$ cat config.mk
export PLATFORM = sky130hd
export DESIGN_NAME = rf_wb_ctrl_flat
export DESIGN_NICKNAME = d
export VERILOG_FILES = /design/src/rtl/rf_wb_ctrl_if.sv /design/src/rtl/rf_wb_ctrl.sv /design/src/flat_wrapper.sv
export SDC_FILE = /design/constraint.sdc
export NUM_CORES = 1
export LEC_CHECK = 0
export ABC_AREA = 1
export CAP_MARGIN = 20
export CORE_UTILIZATION = 45
export DETAILED_ROUTE_END_ITERATION = 8
export GPL_TIMING_DRIVEN = 0
export PLACE_DENSITY = 0.9
export SLEW_MARGIN = 20
export SYNTH_ARGS = -nofsm -noshare
export SYNTH_HDL_FRONTEND = slang
export SYNTH_SLANG_ARGS = --single-unit
$ cat constraint.sdc
create_clock -name clk -period 2.3 [get_ports clk]
set_clock_uncertainty 0.15 [all_clocks]
set_input_delay 0.23 -clock clk [delete_from_list [all_inputs] [get_ports clk]]
set_output_delay 0.23 -clock clk [all_outputs]
set_load 0.01 [all_outputs]
$ cat src/rtl/rf_wb_ctrl_if.sv
// Write-back bus for rf_wb_ctrl: two write-back sources (A = ALU, B = load/mem)
// and the single register-file write port.
interface rf_wb_ctrl_if #(
  parameter int XLEN = 32,
  parameter int AW   = 5
);
  logic            a_valid;
  logic [AW-1:0]   a_rd;
  logic [XLEN-1:0] a_data;
  logic            a_ready;
  logic            b_valid;
  logic [AW-1:0]   b_rd;
  logic [XLEN-1:0] b_data;
  logic            b_ready;
  logic            rf_we;
  logic [AW-1:0]   rf_rd;
  logic [XLEN-1:0] rf_wd;

  modport master (
    output a_valid, a_rd, a_data, b_valid, b_rd, b_data,
    input  a_ready, b_ready, rf_we, rf_rd, rf_wd
  );

  modport slave (
    input  a_valid, a_rd, a_data, b_valid, b_rd, b_data,
    output a_ready, b_ready, rf_we, rf_rd, rf_wd
  );
endinterface

$ cat src/rtl/rf_wb_ctrl.sv
// Register-file write-back controller: round-robin arbitration of two sources onto
// the RF write port plus a pending-write scoreboard. Optional macro: RF_WB_BYPASS_EN.
module rf_wb_ctrl #(
  parameter int XLEN = 32,
  parameter int AW   = 5
) (
  input  logic              clk,
  input  logic              rst,
  rf_wb_ctrl_if.slave       wb,
  input  logic              iss_valid,
  input  logic [AW-1:0]     iss_rd,
  input  logic [AW-1:0]     rs1,
  input  logic [AW-1:0]     rs2,
  output logic              haz_rs1,
  output logic              haz_rs2,
  output logic              haz_rd,
  output logic [2**AW-1:0]  pend
`ifdef RF_WB_BYPASS_EN
  ,
  output logic              fwd1_hit,
  output logic              fwd2_hit,
  output logic [XLEN-1:0]   fwd1_data,
  output logic [XLEN-1:0]   fwd2_data
`endif
);

  typedef enum logic {PREF_A = 1'b0, PREF_B = 1'b1} rr_t;

  rr_t             rr;
  logic            hs_a;
  logic            hs_b;
  logic            hs;
  logic [AW-1:0]   sel_rd;
  logic [XLEN-1:0] sel_data;
  logic [2**AW-1:0] pend_n;

  // Readies are forced low during reset so nothing is accepted that reset would discard.
  assign wb.a_ready = ~rst & wb.a_valid & (~wb.b_valid | (rr == PREF_A));
  assign wb.b_ready = ~rst & wb.b_valid & (~wb.a_valid | (rr == PREF_B));

  always_comb begin
    hs_a     = wb.a_valid & wb.a_ready;
    hs_b     = wb.b_valid & wb.b_ready;
    hs       = hs_a | hs_b;
    sel_rd   = hs_a ? wb.a_rd   : wb.b_rd;
    sel_data = hs_a ? wb.a_data : wb.b_data;
    // Clear first, then set, so an issue to the same index in the same cycle wins.
    pend_n = pend;
    if (hs && (sel_rd != '0))
      pend_n[sel_rd] = 1'b0;
    if (iss_valid && (iss_rd != '0))
      pend_n[iss_rd] = 1'b1;
    pend_n[0] = 1'b0;
  end

  always_ff @(posedge clk) begin
    if (rst) begin
      wb.rf_we <= 1'b0;
      wb.rf_rd <= '0;
      wb.rf_wd <= '0;
      pend     <= '0;
      rr       <= PREF_A;
    end else begin
      pend <= pend_n;
      if (hs) begin
        wb.rf_we <= (sel_rd != '0);
        wb.rf_rd <= sel_rd;
        wb.rf_wd <= sel_data;
        rr       <= hs_a ? PREF_B : PREF_A;
      end else begin
        wb.rf_we <= 1'b0;
      end
    end
  end

  assign haz_rd = iss_valid & (iss_rd != '0) & pend[iss_rd];

`ifdef RF_WB_BYPASS_EN
  assign fwd1_hit  = wb.rf_we & (wb.rf_rd == rs1) & (rs1 != '0);
  assign fwd2_hit  = wb.rf_we & (wb.rf_rd == rs2) & (rs2 != '0);
  assign fwd1_data = wb.rf_wd;
  assign fwd2_data = wb.rf_wd;
  assign haz_rs1   = (rs1 != '0) & pend[rs1];
  assign haz_rs2   = (rs2 != '0) & pend[rs2];
`else
  // The rf_we term covers the cycle where the write is on the port but not yet in the RF.
  assign haz_rs1 = (rs1 != '0) & (pend[rs1] | (wb.rf_we & (wb.rf_rd == rs1)));
  assign haz_rs2 = (rs2 != '0) & (pend[rs2] | (wb.rf_we & (wb.rf_rd == rs2)));
`endif

endmodule

$ cat src/flat_wrapper.sv
// flat-port wrapper written by rule: the top's interface ports become plain ports
module rf_wb_ctrl_flat 
#(
  parameter int XLEN = 32,
  parameter int AW   = 5
)
  (clk, rst, iss_valid, iss_rd, rs1, rs2, haz_rs1, haz_rs2, haz_rd, pend, wb_a_valid, wb_a_rd, wb_a_data, wb_b_valid, wb_b_rd, wb_b_data, wb_a_ready, wb_b_ready, wb_rf_we, wb_rf_rd, wb_rf_wd);
  rf_wb_ctrl_if #(.XLEN(XLEN), .AW(AW)) wb_i ();
  input  logic clk;
  input  logic rst;
  input  logic iss_valid;
  input  logic [AW-1:0] iss_rd;
  input  logic [AW-1:0] rs1;
  input  logic [AW-1:0] rs2;
  output logic haz_rs1;
  output logic haz_rs2;
  output logic haz_rd;
  output logic [2**AW-1:0] pend;
  input wire logic [$bits(wb_i.a_valid)-1:0] wb_a_valid;
  input wire logic [$bits(wb_i.a_rd)-1:0] wb_a_rd;
  input wire logic [$bits(wb_i.a_data)-1:0] wb_a_data;
  input wire logic [$bits(wb_i.b_valid)-1:0] wb_b_valid;
  input wire logic [$bits(wb_i.b_rd)-1:0] wb_b_rd;
  input wire logic [$bits(wb_i.b_data)-1:0] wb_b_data;
  output wire logic [$bits(wb_i.a_ready)-1:0] wb_a_ready;
  output wire logic [$bits(wb_i.b_ready)-1:0] wb_b_ready;
  output wire logic [$bits(wb_i.rf_we)-1:0] wb_rf_we;
  output wire logic [$bits(wb_i.rf_rd)-1:0] wb_rf_rd;
  output wire logic [$bits(wb_i.rf_wd)-1:0] wb_rf_wd;
  assign wb_i.a_valid = wb_a_valid;
  assign wb_i.a_rd = wb_a_rd;
  assign wb_i.a_data = wb_a_data;
  assign wb_i.b_valid = wb_b_valid;
  assign wb_i.b_rd = wb_b_rd;
  assign wb_i.b_data = wb_b_data;
  assign wb_a_ready = wb_i.a_ready;
  assign wb_b_ready = wb_i.b_ready;
  assign wb_rf_we = wb_i.rf_we;
  assign wb_rf_rd = wb_i.rf_rd;
  assign wb_rf_wd = wb_i.rf_wd;
  rf_wb_ctrl #(.XLEN(XLEN), .AW(AW)) u_core (.clk(clk), .rst(rst), .wb(wb_i), .iss_valid(iss_valid), .iss_rd(iss_rd), .rs1(rs1), .rs2(rs2), .haz_rs1(haz_rs1), .haz_rs2(haz_rs2), .haz_rd(haz_rd), .pend(pend));
endmodule
### After elaboration in Yosys (flattened, before gate mapping)

Index checks and enable logic that the tools add are counted.

| storage, ports and cells | value |
|---|---|
| register bits | 71 |
| input port bits | 94 |
| output and inout port bits | 75 |
| word-level logic and storage cells | 63 |

| cells by class | value |
|---|---|
| order comparisons | 6 |
| equality and inequality tests | 2 |
| muxes and demuxes | 15 |
| bitwise gates (word level) | 25 |
| reduce and logical (&&, ||, !) cells | 9 |

Operators by type and width:

| kind | number |
|---|---|
| $mux W32 | 3 |
| $and A32 B32 Y32 | 1 |
| $not A32 Y32 | 1 |
| $or A32 B32 Y32 | 1 |
| $lt A5 B6 Y1 const B | 4 |
| $reduce_bool A5 Y1 | 4 |
| $bmux W1 S5 | 3 |
| $and A1 B1 Y1 | 12 |
| $demux W1 S5 | 2 |
| $eq A5 B5 Y1 | 2 |
| $ge A5 B1 Y1 const B | 2 |
| $mux W1 | 6 |
| $mux W5 | 1 |
| $not A1 Y1 | 5 |
| $or A1 B1 Y1 | 5 |
| $logic_and A1 B1 Y1 | 4 |
| $reduce_or A2 Y1 | 1 |

### Longest topological paths before layout

Gate-level depths: netlist of run 1.

| logic depth | value |
|---|---|
| depth in word-level cells | 14 |
| gate-level depth with buffers | 12 |
| mapped depth without buffers | 12 |

### Worst setup path after synthesis of run 1

Ideal clock, no wire load.

| timing | value |
|---|---|
| path kind | in2out |
| start | input iss_rd[1] |
| end | output haz_rd |
| arrival | 1.311 ns |
| required time | 1.920 ns |
| path slack | 0.609 ns |
| stages on the path | 9 |
| buffers on the path | 1 |
| cells stage by stage | inv_1 nor2_1 clkbuf_1 a22oi_1 nand2_1 nand2_1 nand2_1 nor2_1 a21oi_1 |

| between the ends | value |
|---|---|
| word-level cells in the longest chain between the ends | 3 |
| elaborated cells on any way between the ends | 5 |
| those cells by class | mux (2); bitwise (2); reduce/logical (1) |

RTL lines:

| what | RTL line | text |
|---|---|---|
| from (decl) | flat_wrapper.sv:12 | `input logic [AW-1:0] iss_rd;` |
| $bmux W1 S5 or $reduce_bool A5 Y1 (tied branches) | rf_wb_ctrl.sv:76 | `assign haz_rd = iss_valid & (iss_rd != '0) & pend[iss_rd];` |
| $mux W1 (not written as such) or $and A1 B1 Y1 (tied branches) | rf_wb_ctrl.sv:76 |  |
| $and A1 B1 Y1 * | rf_wb_ctrl.sv:76 |  |
| to (decl) | flat_wrapper.sv:17 | `output logic haz_rd;` |

Mark *: on every way between the ends. The rest lies on a longest branch, timed or not. The select of a mux whose other input is x is not followed.

### Worst setup path in the final report of run 1

| timing | value |
|---|---|
| start | input wb_b_valid |
| end | register u_core.pend[18] |

| between the ends | value |
|---|---|
| word-level cells in the longest chain between the ends | 14 |
| elaborated cells on any way between the ends | 21 |
| those cells by class | order compare (2); mux (5); bitwise (11); reduce/logical (3) |

RTL lines:

| what | RTL line | text |
|---|---|---|
| from (decl) | flat_wrapper.sv:22 | `input wire logic [$bits(wb_i.b_valid)-1:0] wb_b_valid;` |
| $not A1 Y1 | rf_wb_ctrl.sv:38 | `assign wb.a_ready = ~rst & wb.a_valid & (~wb.b_valid \| (rr == PREF_A));` |
| $or A1 B1 Y1 | rf_wb_ctrl.sv:38 |  |
| $and A1 B1 Y1 | rf_wb_ctrl.sv:38 |  |
| $and A1 B1 Y1 | rf_wb_ctrl.sv:42 | `hs_a = wb.a_valid & wb.a_ready;` |
| $mux W5 | rf_wb_ctrl.sv:45 | `sel_rd = hs_a ? wb.a_rd : wb.b_rd;` |
| $lt A5 B6 Y1 (not written as such) or $ge A5 B1 Y1 (tied branches) | rf_wb_ctrl.sv:50 | `pend_n[sel_rd] = 1'b0;` |
| $logic_and A1 B1 Y1 (not written as such) | rf_wb_ctrl.sv:50 |  |
| $mux W1 (not written as such) | rf_wb_ctrl.sv:50 |  |
| $demux W1 S5 | n/a |  |
| $not A32 Y32 (no source line) | n/a |  |
| $and A32 B32 Y32 (no source line) | n/a |  |
| $mux W32 * | rf_wb_ctrl.sv:49 | `if (hs && (sel_rd != '0))` |
| $or A32 B32 Y32 (no source line) | n/a |  |
| $mux W32 * | rf_wb_ctrl.sv:51 | `if (iss_valid && (iss_rd != '0))` |
| to (signal assigned) | rf_wb_ctrl.sv:64 | `pend <= pend_n;` |
| to (decl) | rf_wb_ctrl.sv:17 | `output logic [2**AW-1:0] pend` |

Mark *: on every way between the ends. The rest lies on a longest branch, timed or not.
A chain may end at the register's enable or synchronous reset.

==> impl_results.md, run 1 <==
- Run status: finished clean
- Final period utilization: 96.3%
- GP Congestion: around 0.93
- First-pass GRT wire length: 27100 µm
- Final setup viols: 0
- Cts hold-fix bufs: 0
- CP delay by family, top: buffers and inverters
- Most common cell in the netlist: nand2_1
- DP HPWL: 12200 µm
- Async SR Flop Fraction: 0%
- Yosys top cell area share: between 30% and 40%
- Post-route insts no fill: 1032
- Register cell area after layout: 1420 µm²
- Top Layer Used: met4
- Finished Cell Area: 6730 µm²
- Total of max-cap violations: 0
- Hold WS: 10.3 ps
- Final core utilization: 68.9%
- 1st-iter DRT viols: between 500 and 600
- Total wire length: 17200 µm
- Logic pwr share: 24.9%
- Relative slew slack: 52.1%
- Core ar.: around 9800 µm²
- Most used cell, CP: nand2_1
- Int Pwr: 0.00243 W
- RSZ-0062 raised after global routing: no
- Initial Util: a little under half
- CTS Buffer Depth: 2
- Sequential cell area fraction in the yosys report: 30.9%
- Final Critical Period: 2220 ps
- Drt pass-1 iters: 7
- Crit. End Element: flop
- Number of synthesized register bits: 70
- Buf/Inv on CP: 4
- Worst-path fanout max: 10
- Worst Tran Pin Value: ~720 ps
- Worst-path clk slew: roughly 80 ps
- Pwr Total: 0.00343 W
- Antenna Cells: 0
- Final Max Tran Viols: 0
- Share of power burned in registers: 38.6%
- H-tree levels: 3
- CP Cell Sequence: clkdlybuf4s50_1 -> nand2_2 -> inv_1 -> nor2_4 -> buf_4 -> nand2_1 -> nand2_1 -> nor2_2 -> nand2_4 -> buf_6 -> nand3_2 -> nand2_1 -> a21oi_2
- ANT nets after route: 0
- Post-Place Cell Area: approximately 6300 µm²
- Drt wl/cell: roughly 17 µm
- CTS tree: yes
- Yosys warnings: 0
- Slowest cell delay on critical path: ~520 ps
- WL met2: 7990 µm
- DP Cell Count: 1014
- Sw frac: 29.3%
- Worst EP required: 2410 ps
- Worst setup SP type: input pin
- Largest area contributor in the netlist: dfxtp_1
- DRC Markers: 0
- Unique masters post-synth: 35
- CP max-delay cell: clkdlybuf4s50_1
- Full die area: about 10000 µm²
- Switch Pwr: 0.00100 W
- Share of cells above drive strength 1: between 10% and 20%
- Multi-input logic area: 2800 µm²
- Post-Syn Nets: approximately 810
- Cts bufs inserted: 9
- Largest net degree at the start of global routing: 13
- Area Overhead vs Synth: 48.4%
- Gr ovfl total: 0
- Final Hold Viols: 0
- Initial antenna violation count: 0
- List of most frequent post-synthesis cells: 242 x nand2_1, 70 x dfxtp_1, 58 x inv_1
- Clock network power share: 36.4%
- Io pins: 169
- VDD IR max: 312 µV
- Vias per inst: 5.73
- CP arrival: 2330 ps
- I/O Buffers: 163
- Met3 wire len: 1810 µm
- Final-stage net count: 988
- M1 WL: 6510 µm
- # rows: 36
- Tightest Hold Check Type: input pin to flop
- Worst setup path class: input pin to flop
- Overall Global Routing Usage: 33.9%
- Mapped cell area: 4530 µm²
- Main synth FF type: dfxtp_1
- Syn Area/Cell: 6.32 µm²
- Clk root buf: clkbuf_8
- Skew-Pair Late Insertion Delay: 350 ps
- P_leak: 2.63 nW
- Synth area leaders: dfxtp_1 31%, nand2_1 20%, o21ai_0 5.5%, nand3_1 5.2%, inv_1 4.8%
- Vias in the first global route: 5452
- Die width: 102 µm
- Fill count: 813
- Routed vias: 5911
- Number of flops mapped to enable cells by yosys: 0
- Power Density: 509 nW/µm²
- Chip Height: around 100 µm
- Clk sinks: 70
- Synth Instances: around 720
- Max Freq: 451 MHz
==> stage by stage <==
step / setup WS, ps / TNS [ps]
after floorplan: 609 / 0
after global placement: -859 / -3090
after detailed placement: -861 / -4110
after CTS: -113 / -113
after global routing: 5.85 / 0
final: 84.3 / 0
==> flip-flops by register name, summed over array words and instances (netlist names) <==
name / count
u_core.wb.rf_wd: 32
u_core.pend: 31
u_core.wb.rf_rd: 5
u_core.rr: 1
u_core.wb.rf_we: 1
==> layout by cell type (no fill, tap or decap), types with 7 or more instances in the layout <==
master	netlist	layout
nor2_1	55	49
o22ai_1	7	7
nand3_2	20	20
a22oi_1	10	10
a21oi_2	20	20
inv_1	58	55
clkbuf_8	0	14
clkbuf_1	20	15
a31oi_1	32	32
nand3_1	47	47
nand2_2	7	10
nand4_1	9	9
nand2_1	242	239
dfxtp_2	0	12
o21ai_0	50	48
a21oi_1	26	26
clkdlybuf4s50_1	0	154
dfxtp_1	70	58
==> path summary, 6_finish.rpt <==
check             startpoint               to  slack [ps]  cells after the start
setup / recovery  wb_b_valid  u_core.pend[18]          80                     13
hold / removal           rst  u_core.pend[20]          10                      2
hold reg to reg    u_core.rr        u_core.rr         360                      2
setup reg to reg   u_core.rr  u_core.pend[18]         150                     12
==> worst register-to-register path, cell delays in order (launching register included) <==
cell     delay [ps]
dfxtp_1         350
nand2_2         140
inv_1           150
nor2_4           70
buf_4           160
nand2_1          70
nand2_1          90
nor2_2          240
nand2_4         130
buf_6           170
nand3_2          60
nand2_1          90
a21oi_2         180
==> cell type report <==
class                      count  area share (%)
tap                          133            2.47
clock buffer                  11            2.10
buffer                        36            3.16
inverter                      61            3.51
sequential                    70            21.0
timing repair buffer         166            24.5
multi-input combinational    550            41.7
clock inverter                 5            1.58
==> power groups by stage <==
stage	registers, W	logic [W]	clock network, W
after floorplan	0.00137	0.000371	0
after global placement	0.00135	0.000800	0
after detailed placement	0.00135	0.000812	0
after CTS	0.00132	0.000836	0.00125
after global routing	0.00133	0.000925	0.00131
final	0.00132	0.000855	0.00125
==> per-layer routing <==
metal  GRT usage, %  vias to the layer above
met2           54.1                      370
met1           41.2                     2718
met5              0                        -
met3           9.85                       89
li1               -                     2734
met4           18.2                        0
==> timing repair <==
action | CTS | global route
cloned | 0 | 0
resized for setup | 50 | 19
setup endpoints to repair | 4 | 4
pin swaps | 2 | 1
setup buffers | 3 | 0
==> kinds of logic after synthesis <==
family	after synthesis	synth area share, %
compound gates	154	20.8
other cells	1	0.0827
simple gates	395	39.3
buf+inv	98	8.86
flops	70	30.9
No activity file was read; power rests on OpenSTA's default activity.
==> inputs of run 2 (changes only) <==
- GPL_TIMING_DRIVEN: 0 -> 1
- REMOVE_ABC_BUFFERS: not set -> 1
- SKIP_CTS_REPAIR_TIMING: not set -> 1
==> run 2 against run 1 <==
- largest power group unchanged
- global-route usage down 1.7 points
- combinational power grew 2.9%
- final cell count rose by 2.4%
- critical path depth fell by 8
- first-iteration DRC count fell by 0.38%
- worst setup slack better by 10 ps
- power up 0.40%
- sequential power hardly changed
==> impl_results.md, run 2 (synthesis gave the netlist of run 1 again) <==
- Clk sinks: 70 (unchanged)
- H-tree levels: 3 (unchanged)
- Io pins: 169 (unchanged)
- Gr ovfl total: 0 (unchanged)
- Crit. End Element: primary output (was flop)
- DRC Markers: 0 (unchanged)
- Final worst slack: 94.7 ps (was 84.3 ps)
- Final Hold Viols: 0 (unchanged)
- Run status: finished clean (unchanged)
- Hold WS: 59.5 ps (was 10.3 ps)
- Overall Global Routing Usage: 32.2% (was 33.9%)
- ANT nets after route: 0 (unchanged)
- Largest register by flop count: u_core.wb.rf_wd (unchanged)
- Most common cell after layout, fill and taps aside: nand2_1 (unchanged)
- # rows: 36 (unchanged)
- Total wire length: 16700 µm (was 17200 µm)
- Core ar.: 9770 µm² (unchanged)
- Fill count: 804 (was 813)
- CP arrival: 1830 ps (was 2330 ps)
- FF-to-FF Start: u_core.rr (unchanged)
- Drt pass-1 iters: 5 (was 7)
- Most frequent cells in the layout: 241 x nand2_1, 159 x clkdlybuf4s50_1, 70 x dfxtp_1 (was 239 x nand2_1, 154 x clkdlybuf4s50_1, 58 x dfxtp_1)
- Clk root buf: clkbuf_8 (unchanged)
- Final period utilization: 95.9% (was 96.3%)
- Skew-Pair Late Insertion Delay: 350 ps (about the same)
- Initial Util: 46.4% (unchanged)
- Worst-path fanout max: 4 (was 10)
- Final core utilization: 71.0% (was 68.9%)
- Die width: 102 µm (unchanged)
- Pre-CTS WS: -199 ps (was -861 ps)
- Chip Height: 102 µm (unchanged)
- Finished Cell Area: 6940 µm² (was 6730 µm²)
- Worst-path clk slew: 80 ps (about the same)
- VDD IR max: 332 µV (was 312 µV)
- Area Overhead vs Synth: 53.1% (was 48.4%)
- Post-Place Cell Area: 6650 µm² (was 6330 µm²)
- Antenna Cells: 0 (unchanged)
- RSZ-0062 raised after global routing: no (unchanged)
- Final-stage net count: 1013 (was 988)
- CTS Buffer Depth: 2 (unchanged)
- Largest regs: u_core.wb.rf_wd x32, u_core.pend x31, u_core.wb.rf_rd x5 (unchanged)
- Pwr Total: 0.00344 W (was 0.00343 W)
- Vias per inst: 5.47 (was 5.73)
- Drt wl/cell: 15.8 µm (was 16.7 µm)
- Multi-input logic area: 2740 µm² (was 2800 µm²)
- Max reg flops: 32 (unchanged)
- Hold Startpoint: rst (unchanged)
- Max Freq: 453 MHz (was 451 MHz)
- Worst setup path class: input pin to primary output (was input pin to flop)
- CTS tree: yes (unchanged)
- R2R setup slack: 350 ps (was 150 ps)
- Vias in the first global route: 5393 (was 5452)
- Worst EP required: 1920 ps (was 2410 ps)
- First-pass GRT wire length: 25900 µm (was 27100 µm)
- Power Density: 496 nW/µm² (was 509 nW/µm²)
- 1st-iter DRT viols: 525 (was 527)
- Cts bufs inserted: 9 (unchanged)
- DP HPWL: 12500 µm (was 12200 µm)
- Total of max-cap violations: 0 (unchanged)
- Share of cells above drive strength 1: 14.9% (was 14.1%)
- Largest net degree at the start of global routing: 65 (was 13)
- Final Max Tran Viols: 0 (unchanged)
- GP Congestion: 0.980 (was 0.930)
- Full die area: 10500 µm² (unchanged)
- I/O Buffers: 167 (was 163)
- Tightest Hold Check Type: input pin to flop (unchanged)
- Final setup viols: 0 (unchanged)
- Critical Path Start: wb_a_valid (was wb_b_valid)
- Final Critical Period: 2210 ps (was 2220 ps)
- Worst setup SP type: input pin (unchanged)
- P_leak: 2.85 nW (was 2.63 nW)
- Register cell area after layout: 1400 µm² (was 1420 µm²)
- Routed vias: 5780 (was 5911)
- Initial antenna violation count: 0 (unchanged)
run 2: cell count changes in the layout (fill, tap and decap cells not counted), sizes merged:
| cell | before | now |
|---|---|---|
| clkbuf | 32 | 12 |
| dlymetal6s2s | 2 | 6 |
| clkdlybuf4s15 | 2 | 0 |
| clkdlybuf4s50 | 154 | 159 |
| buf | 20 | 61 |
| dlygate4sd2 | 3 | 0 |
run 2: final timing paths:
| path | end | cells past startpoint |
|---|---|---|
| worst min register to register | u_core.pend[7] | 2 |
| worst max-delay path | wb_a_ready | 5 |
| worst min-delay path | u_core.pend[28] | 2 |
| worst max register to register | u_core.pend[23] | 9 |
run 2: power breakdown:
part | internal [W] | total [W] | switching, W
Combinational | 0.000439 | 0.000880 | 0.000441
Sequential | 0.00128 | 0.00132 | 0.0000454
Clock | 0.000752 | 0.00124 | 0.000486
run 2: stage by stage:
stage	setup TNS, ps	instances
floorplan	-34240	681
global placement	-505	1037
detailed placement	-598	1037
CTS	-622	1053
global route	0	1057
finish	0	1057
run 2: worst max-delay path: stages:
cell	delay [ps]
clkdlybuf4s50_1	610
nand2_2	120
nor2_4	170
buf_4	140
clkdlybuf4s50_1	550
run 2: per-layer routing:
metal / vias to the layer above / share of wire [%] / global-route usage [%]
met5: - / 0 / 0
met4: 0 / 5.0 / 19.6
met3: 74 / 7.6 / 6.02
met2: 297 / 48 / 53.4
met1: 2630 / 40 / 38.5
li1: 2779 / - / -
run 2: final cells by class:
class                   instances  share of cell area, %
multi-input cells             550                   39.5
repair buffers                227                   31.1
clock inverters                 5                   1.53
flip-flops and latches         70                   20.2
clock buffers                  11                   2.04
well taps                     133                   2.40
inverters                      61                   3.33
==> inputs of run 3 (changes only) <==
- ABC_AREA: 1 -> not set
- CORE_UTILIZATION: 45 -> 43
==> run 3 against run 2 <==
- the flow now finishes with violations (setup timing)
- wire length shrank 2.1%
- final area shrank 4.9%
- first-iteration DRC count shrank 4.0%
- synthesized cell count shrank 35%
- hold slack gained 230 ps
- critical path depth grew 1
- fmax shrank 10%
- final cell count shrank 24%
- clock-buffer cell count is the same
- via count shrank 14%
- clock power shrank 29%
==> impl_results.md, run 3 <==
- Unique masters post-synth: 52 (was 35)
- RSZ-0062 raised after global routing: yes (was no)
- Area Overhead vs Synth: 64.3% (was 53.1%)
- Async SR Flop Fraction: 0% (unchanged)
- Largest area contributor in the netlist: dfxtp_1 (unchanged)
- Int Pwr: 0.00214 W (was 0.00247 W)
- Yosys top cell area share: 34.9% (was 30.9%)
- Vias in the first global route: 4995 (was 5393)
- Routed vias: 4974 (was 5780)
- Final period utilization: 106% (was 95.9%)
- Die width: 98.7 µm (was 102 µm)
- Final-stage net count: 792 (was 1013)
- Io pins: 169 (unchanged)
- Number of flops mapped to enable cells by yosys: 0 (unchanged)
- Sw frac: 28.5% (was 28.3%)
- Clk sinks: 70 (unchanged)
- Worst-path clk slew: 80 ps (about the same)
- Antenna Cells: 0 (unchanged)
- Synth area leaders: dfxtp_1 35%, mux4_2 8.4%, nor2_1 7.9%, o221ai_1 7.0%, a21oi_1 4.6% (was dfxtp_1 31%, nand2_1 20%, o21ai_0 5.5%, nand3_1 5.2%, inv_1 4.8%)
- Initial antenna violation count: 0 (unchanged)
- Largest register by flop count: u_core.wb.rf_wd (unchanged)
- Skew-Pair Late Insertion Delay: 350 ps (about the same)
- Vias per inst: 6.16 (was 5.47)
- Max reg flops: 32 (unchanged)
- Total of max-cap violations: 0 (unchanged)
- Share of cells above drive strength 1: 21.6% (was 14.9%)
- Yosys warnings: 0 (unchanged)
- Logic pwr share: 26.5% (was 25.6%)
- Final Max Tran Viols: 0 (unchanged)
- Sequential cell area fraction in the yosys report: 34.9% (was 30.9%)
- Largest regs: u_core.wb.rf_wd x32, u_core.pend x31, u_core.wb.rf_rd x5 (unchanged)
- Drt pass-1 iters: 5 (unchanged)
- Mapped cell area: 4020 µm² (was 4530 µm²)
- Clk root buf: clkbuf_8 (unchanged)
- Reg2reg path depth: 5 (was 9)
- Syn Area/Cell: 8.57 µm² (was 6.32 µm²)
- Most common cell after layout, fill and taps aside: clkdlybuf4s50_1 (was nand2_1)
- Final Hold Viols: 0 (unchanged)
- 1st-iter DRT viols: 504 (was 525)
- Worst-path fanout max: 2 (was 4)
- Final Critical Period: 2450 ps (was 2210 ps)
- CP max-delay cell: mux4_1 (was clkdlybuf4s50_1)
- CTS Buffer Depth: 2 (unchanged)
- Final core utilization: 74.3% (was 71.0%)
- CP Depth: 6 (was 5)
- Crit. End Element: primary output (unchanged)
- Final worst slack: -149 ps (was 94.7 ps)
- Switch Pwr: 0.000852 W (was 0.000973 W)
- Overall Global Routing Usage: 32.3% (was 32.2%)
- Max Freq: 408 MHz (was 453 MHz)
- ANT nets after route: 0 (unchanged)
- Power Density: 454 nW/µm² (was 496 nW/µm²)
- Synth Instances: 469 (was 718)
- Failing checks: setup timing
- Most common cell in the netlist: nor2_1 (was nand2_1)
- Clock network power share: 29.4% (was 36.0%)
- Chip Height: 98.7 µm (was 102 µm)
- Gr ovfl total: 0 (unchanged)
- CP delay by family, top: multiplexers (was buffers and inverters)
- P_leak: 2.63 nW (was 2.85 nW)
- Pwr Total: 0.00299 W (was 0.00344 W)
- Share of power burned in registers: 44.1% (was 38.5%)
- Run status: finished with violations (was finished clean)
- CTS tree: yes (unchanged)
- Worst setup SP type: flop (was input pin)
- Slowest cell delay on critical path: 520 ps (was 610 ps)
- List of most frequent post-synthesis cells: 85 x nor2_1, 70 x dfxtp_1, 42 x nand2_1 (was 242 x nand2_1, 70 x dfxtp_1, 58 x inv_1)
- Main synth FF type: dfxtp_1 (unchanged)
- Setup TNS: -340 ps (was 0 ps)
- Most frequent cells in the layout: 158 x clkdlybuf4s50_1, 84 x nor2_1, 83 x buf_4 (was 241 x nand2_1, 159 x clkdlybuf4s50_1, 70 x dfxtp_1)
- First-pass GRT wire length: 24700 µm (was 25900 µm)
- Worst EP required: 1920 ps (about the same)
- Drt wl/cell: 20.2 µm (was 15.8 µm)
- Hold Path Stages: 3 (was 2)
- Post-route insts no fill: 808 (was 1057)
- I/O Buffers: 167 (unchanged)
- Worst setup path class: flop to primary output (was input pin to primary output)
- Cts bufs inserted: 9 (unchanged)
- Buf/Inv on CP: 1 (was 3)
- Largest net degree at the start of global routing: 37 (was 65)
- H-tree levels: 3 (unchanged)
- DRC Markers: 0 (unchanged)
- DP Cell Count: 791 (was 1037)
- Total wire length: 16300 µm (was 16700 µm)
- CP arrival: 2070 ps (was 1830 ps)
- DP HPWL: 12200 µm (was 12500 µm)
- CP Cell Sequence: mux4_1 -> mux2i_1 -> mux2i_1 -> a2111oi_2 -> a21oi_1 -> clkbuf_2 (was clkdlybuf4s50_1 -> nand2_2 -> nor2_4 -> buf_4 -> clkdlybuf4s50_1)
- VDD IR max: 382 µV (was 332 µV)
- Final setup viols: 3 (was 0)
- Number of synthesized register bits: 70 (unchanged)
- Initial Util: 45.2% (was 46.4%)
- Hold WS: 294 ps (was 59.5 ps)
- GP Congestion: 1.00 (was 0.980)
- Core ar.: 8890 µm² (was 9770 µm²)
- Full die area: 9730 µm² (was 10500 µm²)
- # rows: 34 (was 36)
- Most used cell, CP: mux2i_1 (was clkdlybuf4s50_1)
- Tightest Hold Check Type: input pin to flop (unchanged)
==> run 3: final cells by class <==
cell class,count,area [µm²]
clock inverters,2,10.0
well taps,108,135
clock buffers,11,151
fillers,622,2290
flip-flops and latches,70,1420
repair buffers,258,2390
inverters,6,25.0
multi-input cells,353,2460
==> run 3: final timing paths <==
| kind | to | start | slack (ps) |
|---|---|---|---|
| worst max register to register | u_core.pend[26] | u_core.rr | 250 |
| worst min-delay path | u_core.wb.rf_rd[2] | rst | 290 |
| worst max-delay path | haz_rs2 | u_core.pend[25] | -150 |
| worst min register to register | u_core.wb.rf_wd[28] | u_core.wb.rf_wd[28] | 390 |
==> run 3: cell families (layout without fill, tap and decap cells) <==
family | after synthesis | count (layout) | share of synthesized area (%)
other | 1 | 1 | 0.0933
AO/OA/AOI/OAI | 130 | 130 | 21.6
XOR/XNOR | 10 | 10 | 2.18
multiplexers | 35 | 35 | 16.3
AND/OR/NAND/NOR | 177 | 177 | 19.9
buffers and inverters | 46 | 277 | 4.98
flip-flops | 70 | 70 | 34.9
==> run 3: per-stage QoR <==
| stage | setup slack [ps] | cell area (µm²) |
|---|---|---|
| after floorplan | -476 | 3840 |
| after global placement | -738 | 6310 |
| after detailed placement | -742 | 6310 |
| after CTS | -746 | 6480 |
| after global routing | -236 | 6600 |
| final | -149 | 6600 |
==> run 3: worst reg2reg max path: cells and delay by family, from the launching register on <==
family          cells  cell delay [ps]
simple gates        2              770
compound gates      3              580
flops               1              430
==> run 3: power groups by stage <==
| stage | sequential (W) | clock, W | combinational, W |
|---|---|---|---|
| after global routing | 0.00133 | 0.000930 | 0.000844 |
| after global placement | 0.00134 | 0 | 0.000741 |
| after floorplan | 0.00137 | 0 | 0.000227 |
| final | 0.00132 | 0.000880 | 0.000795 |
| after CTS | 0.00132 | 0.000884 | 0.000770 |
| after detailed placement | 0.00135 | 0 | 0.000766 |
==> run 3: routing by layer <==
| metal | GRT usage, % | vias up | part of all wire [%] |
|---|---|---|---|
| met2 | 54.4 | 354 | 49 |
| li1 | - | 2191 | - |
| met4 | 15.6 | 0 | 3.9 |
| met3 | 8.16 | 70 | 11 |
| met1 | 38.6 | 2359 | 36 |
| met5 | 0 | - | 0 |
